File: src/rtl/transmitting_pkg.sv
// Shared frame constants and state encoding for the serial transmitter and receiver.
package transmitting_pkg;

  localparam int unsigned DEFAULT_CLKS_PER_BIT = 16;
  localparam int unsigned DEFAULT_DATA_BITS    = 7;

  localparam logic START_BIT = 1'b0;
  localparam logic STOP_BIT  = 1'b1;

  // start + data + parity + stop
  localparam int unsigned FRAME_BITS = DEFAULT_DATA_BITS + 3;

  typedef enum logic [2:0] {
    ST_IDLE,
    ST_START,
    ST_DATA,
    ST_PARITY,
    ST_STOP
  } tx_state_e;

  // Counter width for a 0..n-1 range, never narrower than one bit.
  function automatic int unsigned cnt_width(input int unsigned n);
    return (n > 1) ? $clog2(n) : 1;
  endfunction

endpackage

File: src/rtl/transmitting_bit_timer.sv
// Bit-period divider: counts 0..CLKS_PER_BIT-1 while enabled and flags the last cycle.
module transmitting_bit_timer
  import transmitting_pkg::*;
#(
  parameter int unsigned CLKS_PER_BIT = DEFAULT_CLKS_PER_BIT
) (
  input  logic clk,
  input  logic reset,
  input  logic clear,
  input  logic enable,
  output logic tick_c
);

  localparam int unsigned DIV_W = cnt_width(CLKS_PER_BIT);
  localparam logic [DIV_W-1:0] LAST = DIV_W'(CLKS_PER_BIT - 1);

  logic [DIV_W-1:0] count_q;

  // Terminal count: last cycle of the current bit period.
  assign tick_c = enable && (count_q == LAST);

  // Divider register; wraps to zero on the terminal count so it never leaves its range.
  always_ff @(posedge clk or posedge reset) begin
    if (reset) begin
      count_q <= '0;
    end else if (clear) begin
      count_q <= '0;
    end else if (enable) begin
      if (tick_c) begin
        count_q <= '0;
      end else begin
        count_q <= count_q + DIV_W'(1);
      end
    end
  end

endmodule

File: src/rtl/transmitting.sv
// Serial transmitter: start bit, LSB-first data, parity, stop bit; each bit held one bit period.
module transmitting
  import transmitting_pkg::*;
#(
  parameter int unsigned CLKS_PER_BIT = DEFAULT_CLKS_PER_BIT,
  parameter int unsigned DATA_BITS    = DEFAULT_DATA_BITS,
  parameter int unsigned PARITY_ODD   = 0
) (
  input  logic                 clk,
  input  logic                 reset,
  input  logic                 load,
  input  logic [DATA_BITS-1:0] data_in,
  output logic                 data_out,
  output logic                 busy,
  output logic                 char_sent
);

  localparam int unsigned CNT_W = cnt_width(DATA_BITS);
  localparam logic [CNT_W-1:0] LAST_BIT = CNT_W'(DATA_BITS - 1);

  tx_state_e            state_q, state_d;
  logic [DATA_BITS-1:0] shift_q, shift_d;
  logic [CNT_W-1:0]     bit_cnt_q, bit_cnt_d;
  logic                 parity_q, parity_d;
  logic                 data_out_d;
  logic                 busy_d;
  logic                 char_sent_d;
  logic [DATA_BITS-1:0] shift_next;
  logic                 tick_c;

  transmitting_bit_timer #(
    .CLKS_PER_BIT (CLKS_PER_BIT)
  ) u_bit_timer (
    .clk    (clk),
    .reset  (reset),
    .clear  (state_q == ST_IDLE),
    .enable (state_q != ST_IDLE),
    .tick_c (tick_c)
  );

  // Data register after dropping the bit just sent.
  assign shift_next = shift_q >> 1;

  // State and output registers; line idles high and returns high immediately on reset.
  always_ff @(posedge clk or posedge reset) begin
    if (reset) begin
      state_q   <= ST_IDLE;
      shift_q   <= '0;
      bit_cnt_q <= '0;
      parity_q  <= 1'b0;
      data_out  <= STOP_BIT;
      busy      <= 1'b0;
      char_sent <= 1'b0;
    end else begin
      state_q   <= state_d;
      shift_q   <= shift_d;
      bit_cnt_q <= bit_cnt_d;
      parity_q  <= parity_d;
      data_out  <= data_out_d;
      busy      <= busy_d;
      char_sent <= char_sent_d;
    end
  end

  // Next-state logic; outputs are computed one cycle ahead so the line comes straight from a flop.
  always_comb begin
    state_d     = state_q;
    shift_d     = shift_q;
    bit_cnt_d   = bit_cnt_q;
    parity_d    = parity_q;
    data_out_d  = data_out;
    busy_d      = busy;
    char_sent_d = 1'b0;

    unique case (state_q)
      ST_IDLE: begin
        data_out_d = STOP_BIT;
        busy_d     = 1'b0;
        if (load) begin
          shift_d    = data_in;
          parity_d   = (^data_in) ^ 1'(PARITY_ODD);
          bit_cnt_d  = '0;
          state_d    = ST_START;
          data_out_d = START_BIT;
          busy_d     = 1'b1;
        end
      end

      ST_START: begin
        if (tick_c) begin
          state_d    = ST_DATA;
          bit_cnt_d  = '0;
          data_out_d = shift_q[0];
        end
      end

      ST_DATA: begin
        if (tick_c) begin
          if (bit_cnt_q == LAST_BIT) begin
            state_d    = ST_PARITY;
            data_out_d = parity_q;
          end else begin
            bit_cnt_d  = bit_cnt_q + CNT_W'(1);
            shift_d    = shift_next;
            data_out_d = shift_next[0];
          end
        end
      end

      ST_PARITY: begin
        if (tick_c) begin
          state_d    = ST_STOP;
          data_out_d = STOP_BIT;
        end
      end

      ST_STOP: begin
        if (tick_c) begin
          state_d     = ST_IDLE;
          data_out_d  = STOP_BIT;
          busy_d      = 1'b0;
          char_sent_d = 1'b1;
        end
      end

      default: begin
        state_d    = ST_IDLE;
        data_out_d = STOP_BIT;
        busy_d     = 1'b0;
      end
    endcase
  end

endmodule

File: config.mk
export PLATFORM = sky130hd
export DESIGN_NAME = transmitting
export DESIGN_NICKNAME = d
export VERILOG_FILES = /design/src/rtl/transmitting_pkg.sv /design/src/rtl/transmitting_bit_timer.sv /design/src/rtl/transmitting.sv
export SDC_FILE = /design/constraint.sdc
export NUM_CORES = 1
export LEC_CHECK = 0
export ABC_AREA = 1
export CAP_MARGIN = 25
export CELL_PAD_IN_SITES_DETAIL_PLACEMENT = 1
export CELL_PAD_IN_SITES_GLOBAL_PLACEMENT = 2
export CORE_UTILIZATION = 29
export DETAILED_ROUTE_END_ITERATION = 10
export MAX_ROUTING_LAYER = met4
export PLACE_DENSITY = 0.82
export SETUP_SLACK_MARGIN = 0.4
export SLEW_MARGIN = 20
export SYNTH_ARGS = -nofsm -noshare
export SYNTH_HDL_FRONTEND = slang
export SYNTH_SLANG_ARGS = --single-unit
File: constraint.sdc
create_clock -name clk -period 1.5 [get_ports clk]
set_clock_uncertainty 0.1 [all_clocks]
set_input_delay 0.375 -clock clk [delete_from_list [all_inputs] [get_ports clk]]
set_output_delay 0.375 -clock clk [all_outputs]
set_load 0.02 [all_outputs]
==> flow_summary.ini, run 1 <==
[yosys]
mappedNetlistArea_um2 = 1280
synth_area_leader_cell = dfrtp_1
yosys_warnings = 0
synth_nets = 188
ys_types = 22
ys_seq_area_share_pct = 41.0
synthTopCellsByArea = dfrtp_1 (39%), nand2_1 (19%), inv_1 (6.7%)
synth_top_area_share_pct = 38.9
ys_ff_latch = 21
synthCells = 175
avgSynthCellArea_um2 = 7.34

[worst_setup_path]
path_class = register to register
start_kind = register
rrSetupSlack_ps = -5
rr_worst_depth = 10
cp_max_fo = 4
critPathRequiredTime_ps = 1540
arrival_ps = 1550
endpoint_kind = register

[power]
ir_worst_vdd_uv = 524
powerDensity_nw_per_um2 = 2020
p_leak_nw = 0.992

[drt]
dr.pass1.iters = 4
drcViolationCount = 0
ant_nets = 0
wl_mm = 3.42
drtIter0Drc = 10
num_vias = 1258
wl_per_cell_um = 12.7
avgViaCountPerCell = 4.66

[global_route]
grt_pass1_vias = 1308
grt_overflow = 0
grt_max_degree = 14
met1_usage_pct = 18.9
grt_pass1_wl_mm = 5.78
grt-busiest-layer = met2
grt_use_total_pct = 17.2
met2_usage_pct = 32.2
antenna_found_initial = 0
use_met3_pct = 1.64

[placement]
dp_hpwl_mm = 2.64
numPortBuffers = 12
place_congestion = 0.749
dpl_cell_area_um2 = 1620

[floorplan]
die_w_um = 68.6
die_h_um = 68.6
pin_count = 13
die_area_um2 = 4700
core_um2 = 4120
start_util_pct = 31.2
placementRows = 23

[outcome]
status = finished with violations
failed_checks = negative setup slack

[cts]
cts_hold_buf = 0
clock_sinks = 21
htreeDepth = 1
cts.clk_slew.worst_paths_ps = 80
numCtsBuffers = 3
clockRootBuffer = clkbuf_8
clk_path_buf_depth = 2
clock_latency_ps = 250
cts_tree = yes

[final_layout]
final_cell_mix = nand2_1 (52), buf_4 (28), inv_1 (18), dfrtp_1 (18), nand2_2 (13)
area_delta_synth_final_pct = 44.7
finalNetCount = 234
final_common_cell = nand2_1
post-route-util_pct = 45.2
antenna-diode-count = 0
postLayoutCellArea_um2 = 1860
layout-drive-gt1-share_pct = 39.5

[timing]
maxSlewViolCount = 0
worst_slack_ps = -4.97
worst_slew_pin_slew_ps = 271
maxSlewHeadroom_pct = 81.9
hold_violations = 0
period_minus_slack_ps = 1500
setup_tns_ps = -5.51
fmaxAchievable_ghz = 0.664
finalSetupViolations = 2
holdWs_ps = 172
period_share_pct = 100
grt_setup_unrepaired = true

[min_path]
min_path_type = input port to async pin

[job]
cap_violations = 0
[flip-flops by register name, summed over array words and instances (netlist names)]
| signal | flops |
|---|---|
| shift_q | 7 |
| char_sent | 1 |
| bit_cnt_q | 3 |
| state_q | 3 |
| busy | 1 |
| parity_q | 1 |
| u_bit_timer.count_q | 4 |
| data_out | 1 |
[metal layers]
metal / routed length, µm / up-vias
met5: 0 / -
met4: 42 / 0
met3: 49 / 4
met2: 1850 / 14
met1: 1470 / 605
li1: - / 635
[report_power, final]
| part | internal [mW] | switching [mW] | leakage [nW] |
|---|---|---|---|
| Clock | 0.189 | 0.178 | 0.0228 |
| Sequential | 0.811 | 0.198 | 0.266 |
| Combinational | 1.02 | 1.36 | 0.703 |
| Total | 2.02 | 1.73 | 0.992 |
[timing repair]
action / CTS / global route
endpoints found under the setup margin: 23 / 23
hold endpoints to repair: 0 / 0
gates cloned: 1 / 0
setup buffers: 6 / 4
gates resized for setup: 49 / 17
pin swaps: 10 / 6
[final timing paths]
| path | start | to |
|---|---|---|
| worst max-delay path | u_bit_timer.count_q[0] | state_q[1] |
| worst min-delay path | reset | bit_cnt_q[0] |
| worst max register to register | u_bit_timer.count_q[0] | state_q[1] |
| worst min register to register | data_out | data_out |
| max in group asynchronous | reset | state_q[0] |
| min in group clk | data_out | data_out |
[cell type report]
cell class / instances / area, µm²
clock buffers: 4 / 45.0
repair buffers: 42 / 347
fillers: 509 / 2260
well taps: 50 / 62.6
inverters: 25 / 96.3
flip-flops and latches: 21 / 529
multi-input cells: 128 / 779
[synth_stat cells]
| master | n |
|---|---|
| a21oi_1 | 2 |
| a21oi_4 | 1 |
| buf_2 | 1 |
| buf_6 | 1 |
| dfrtp_1 | 20 |
| dfstp_2 | 1 |
| ha_1 | 3 |
| inv_1 | 23 |
| inv_2 | 2 |
| nand2_1 | 64 |
| nand2_2 | 4 |
| nand2_4 | 2 |
| nand3_1 | 11 |
| nand4_1 | 1 |
| nor2_1 | 14 |
| nor2_2 | 1 |
| nor2_4 | 1 |
| o21a_1 | 5 |
| o21ai_0 | 8 |
| o21ai_2 | 7 |
| xnor2_1 | 2 |
| xor2_1 | 1 |
[kinds of logic after synthesis]
group           synth area share (%)
compound gates                  12.9
xor+xnor                        2.05
fa+ha+maj                       2.92
buf+inv                         8.57
flops                           41.0
simple gates                    32.6
[critical path, stage by stage, from the launching register on]
cell     delay [ps]
dfrtp_1         370
ha_2            190
nand2_2          50
inv_2            70
nand2_4          70
buf_4           140
buf_6           130
o21ai_4          60
nand2_2         100
nand2_2          60
nand2_1          50
[stage by stage]
stage | power [mW] | instances | worst slack (ps)
after floorplan | 2.29 | 175 | 32.7
after CTS | 3.58 | 266 | -15.9
final | 3.75 | 270 | -4.97
after detailed placement | 2.86 | 255 | -178
after global placement | 2.74 | 255 | -122
after global routing | 4.06 | 270 | -105
Note: power is estimated with default switching activity, not from simulation.
==> run 2, diff against run 1 <==
Settings changed: CORE_UTILIZATION 29 to 32, PLACE_DENSITY 0.82 to 0.85.
Clock period 1.5 ns to 1.7 ns, I/O delays scaled along.
==> run 2 against run 1 <==
  * The run now ends clean
  * Clock power decreased by 9.0%
  * Critical path depth shrank 2
  * Routed wire length rose by 5.6%
  * Die area fell by 9.1%
  * Global-route usage rose by 1.6 points
  * Fmax is 3.3% lower
  * Largest cell class unchanged
  * Highest routed layer unchanged
  * Via count decreased by 0.48%
==> flow_summary.ini, run 2 (synthesized netlist as in run 1, its figures left out) <==
[min_path]
min_delay_worst_endpoint = data_out
min_path_cells = 2
min_path_type = register to register
hp-start = data_out

[cts]
cts.clk_slew.worst_paths_ps = 80
htreeDepth = 1
clk_path_buf_depth = 2
clock_latency_ps = 260
cts_tree = yes
cts_hold_buf = 0
clock_sinks = 21
clockRootBuffer = clkbuf_8
numCtsBuffers = 3

[worst_setup_path]
timing.rr.start = u_bit_timer.count_q[1]
cp_max_fo = 7
path_class = register to register
critPathRequiredTime_ps = 1760
start_kind = register
timing.rr.end = shift_q[5]
arrival_ps = 1610
rrSetupSlack_ps = 140
rr_worst_depth = 8
endpoint_kind = register

[timing]
worst_slew_pin_slew_ps = 280
period_minus_slack_ps = 1560
finalSetupViolations = 0
maxSlewHeadroom_pct = 81.3
fmaxAchievable_ghz = 0.643
maxSlewViolCount = 0
holdWs_ps = 375
worst_slack_ps = 144
grt_setup_unrepaired = true
hold_violations = 0
period_share_pct = 91.6

[global_route]
grt_overflow = 0
grt_pass1_wl_mm = 6.00
grt_max_degree = 22
antenna_found_initial = 0
grt_pass1_vias = 1343
grt_use_total_pct = 18.8

[placement]
dpl_cell_area_um2 = 1500
place_ws_ps = -45.1
numPortBuffers = 12
dp_hpwl_mm = 2.40
place_congestion = 0.806

[drt]
drtIter0Drc = 24
wl_per_cell_um = 13.7
drcViolationCount = 0
wl_mm = 3.61
num_vias = 1252
avgViaCountPerCell = 4.74
dr.pass1.iters = 4
ant_nets = 0

[power]
power.total_mw = 3.49
seqPwrFrac_pct = 25.6
switching_share_pct = 46.1
ir_worst_vdd_uv = 519
intPower_mw = 1.88
p_leak_nw = 0.981
p_sw_mw = 1.61
combPwrFrac_pct = 64.9
pwr-share-clk_pct = 9.6
powerDensity_nw_per_um2 = 1870

[final_layout]
final_cell_mix = nand2_1 (49), buf_4 (22), dfrtp_1 (18)
largest-register = shift_q
layout-drive-gt1-share_pct = 40.3
largest_reg_flops = 7
finalNetCount = 230
postLayoutCellArea_um2 = 1860
antenna-diode-count = 0
final_common_cell = nand2_1
area_delta_synth_final_pct = 44.9
largestRegisters = shift_q: 7 flops, u_bit_timer.count_q: 4 flops
post-route-util_pct = 49.7

[floorplan]
pin_count = 13
placementRows = 22
die_w_um = 65.4
core_um2 = 3740
start_util_pct = 34.3
die_area_um2 = 4270
die_h_um = 65.4

[job]
cap_violations = 0

[outcome]
status = finished clean
[run 2: cell type report]
type | count | area [µm²]
clock buffers | 4 | 45.0
fillers | 469 | 1880
inverters | 25 | 98.8
multi-input cells | 128 | 786
flip-flops and latches | 21 | 529
well taps | 48 | 60.1
repair buffers | 38 | 343
[run 2: routing by layer]
layer	track usage, %	up-vias	share of wire, %
met3	1.56	5	1.2
li1	-	624	-
met2	34.8	14	56
met4	6.52	0	1.5
met5	-	-	0
met1	21.0	609	42
[run 2: how the worst max path moves through the flow]
stage	start	endpoint	slack, ps
floorplan	u_bit_timer.count_q[0]	shift_q[0]	230
global placement	load	shift_q[4]	7
detailed placement	data_in[5]	parity_q	-50
CTS	u_bit_timer.count_q[1]	shift_q[3]	200
global route	u_bit_timer.count_q[1]	shift_q[5]	70
finish	u_bit_timer.count_q[1]	shift_q[5]	140
[run 2: worst max-delay path, cell delays in order (launching register included)]
cell	delay, ps
dfrtp_1	360
ha_2	190
nand2_2	50
inv_2	70
nand2_4	70
a21oi_4	290
nand2_4	150
nand2_2	110
o21ai_2	60
[run 2: power groups by stage]
stage          registers [mW]  logic, mW  clock network [mW]
3_5_place_dp            0.891       1.47                   0
4_1_cts                 0.883       1.89               0.339
3_3_place_gp            0.873       1.40                   0
6_report                0.892       2.26               0.334
2_1_floorplan           0.879       1.09                   0
5_1_grt                 0.912       2.47               0.352
[run 2: timing repair]
action,4_1_cts,5_1_grt
resized for setup,53,24
buffers inserted,12,7
pin swaps,13,13
cloned,1,1
endpoints found under the setup margin,19,19
[run 2: through the flow]
stage	instances	TNS (ps)
2_1_floorplan	175	0
3_3_place_gp	239	0
3_5_place_dp	239	-87.9
4_1_cts	256	0
5_1_grt	264	0
6_report	264	0
==> run 3, diff against run 2 <==
Settings changed: MAX_ROUTING_LAYER met4 to unset.
==> run 3 against run 2 <==
  * Largest power group unchanged
  * Core utilization did not move
  * Die area unchanged
  * Fmax is essentially flat
  * Final area did not move
  * Largest cell class unchanged
  * Routed wire length hardly changed
==> flow_summary.ini, run 3 (synthesized netlist as in run 1, its figures left out) <==
[global_route]
grt_overflow = 0
antenna_found_initial = 0
grt_pass1_wl_mm = 6.00
grt_pass1_vias = 1349
grt_max_degree = 22
grt_use_total_pct = 18.3

[timing]
maxSlewHeadroom_pct = 81.3
period_minus_slack_ps = 1560
setup_tns_ps = 0
hold_violations = 0
period_share_pct = 91.5
worst_slew_pin_slew_ps = 280
maxSlewViolCount = 0
finalSetupViolations = 0
fmaxAchievable_ghz = 0.643
grt_setup_unrepaired = true

[final_layout]
layout.cells.non_filler = 264
area_delta_synth_final_pct = 44.9
fillers = 469
final_common_cell = nand2_1
finalNetCount = 230
ff_latch_area_um2 = 529
antenna-diode-count = 0
largest-register = shift_q
layout-drive-gt1-share_pct = 40.3
largestRegisters = shift_q: 7 flops, u_bit_timer.count_q: 4 flops
final_cell_mix = nand2_1 (49), buf_4 (22), dfrtp_1 (18)
largest_reg_flops = 7
multi_input_area_um2 = 786

[floorplan]
placementRows = 22
die_h_um = 65.4
pin_count = 13
core_um2 = 3740
die_area_um2 = 4270
die_w_um = 65.4
start_util_pct = 34.3

[worst_setup_path]
critPathRequiredTime_ps = 1760
start_kind = register
endpoint_kind = register
path_cells = ha_2 > nand2_2 > inv_2 > nand2_4 > a21oi_4 > nand2_4 > nand2_2 > o21ai_2
crit_path_max_incr_delay_ps = 360
path_class = register to register
rr_worst_depth = 8
cp_max_fo = 7
critical_path.slowest_cell = dfrtp_1
worst-path-stages = 8
critPathTopFamily = simple AND/OR/NAND/NOR gates
arrival_ps = 1610
crit_buf_inv = 1

[job]
cap_violations = 0

[min_path]
min_path_type = register to register
min_path_cells = 2

[cts]
cts_tree = yes
clockRootBuffer = clkbuf_8
clk_path_buf_depth = 2
htreeDepth = 1
cts.clk_slew.worst_paths_ps = 80
clock_latency_ps = 260
clock_sinks = 21
numCtsBuffers = 3

[drt]
dr.pass1.iters = 4
drtIter0Drc = 24
wl_mm = 3.61
num_vias = 1252
avgViaCountPerCell = 4.74
wl_per_cell_um = 13.7
drcViolationCount = 0
ant_nets = 0

[outcome]
status = finished clean

[placement]
dp_cells = 239
numPortBuffers = 12
place_congestion = 0.794
dp_hpwl_mm = 2.40

[power]
p_leak_nw = 0.981
powerDensity_nw_per_um2 = 1870
ir_worst_vdd_uv = 516
[run 3: metrics by stage]
step	power, mW	instance area [µm²]	utilization [%]	worst slack [ps]	hold slack (ps)
global route	3.73	1860	49.7	67.3	396
detailed placement	2.36	1500	40.1	-45.1	357
finish	3.49	1860	49.7	144	375
global placement	2.27	1500	40.1	7.20	344
floorplan	1.97	1290	-	233	301
CTS	3.11	1710	45.8	201	368
[run 3: metal layers]
| metal | wire length [µm] | part of all wire, % | GRT usage [%] | up-vias |
|---|---|---|---|---|
| met1 | 1500 | 42 | 21.0 | 606 |
| met4 | 53 | 1.5 | 6.52 | 0 |
| li1 | - | - | - | 625 |
| met2 | 2010 | 56 | 34.8 | 16 |
| met5 | 0 | 0 | 0 | - |
| met3 | 48 | 1.3 | 1.56 | 5 |
[run 3: layout make-up]
type | count | share of cell area (%)
repair buffers | 38 | 18.4
clock buffers | 4 | 2.42
inverters | 25 | 5.31
flip-flops and latches | 21 | 28.4
multi-input cells | 128 | 42.2
well taps | 48 | 3.23
[run 3: power breakdown]
group	total (mW)	switching, mW	leakage, nW	internal [mW]
logic	2.26	1.27	0.693	0.994
clock network	0.332	0.165	0.0228	0.167
registers	0.892	0.176	0.266	0.716
[run 3: final timing paths]
kind,to,slack (ps),start
worst max-delay path,shift_q[5],140,u_bit_timer.count_q[1]
worst min-delay path,data_out,380,data_out
worst max register to register,shift_q[5],140,u_bit_timer.count_q[1]
worst min register to register,data_out,380,data_out
max in group asynchronous,data_out,840,reset
min in group asynchronous,shift_q[0],390,reset
[run 3: what timing repair did]
| item | in CTS | in global routing |
|---|---|---|
| hold buffers | 0 | 0 |
| setup endpoints to repair | 19 | 19 |
| gates resized for setup | 53 | 24 |
| cloned | 1 | 1 |
| pin swaps | 13 | 13 |
| setup buffers | 12 | 7 |
[run 3: worst register-to-register path: cells and delay by family, from the launching register on]
family,cells,cell delay (ps)
compound gates,2,350
fa+ha+maj,1,190
buf+inv,1,70
flops,1,360
simple gates,4,380
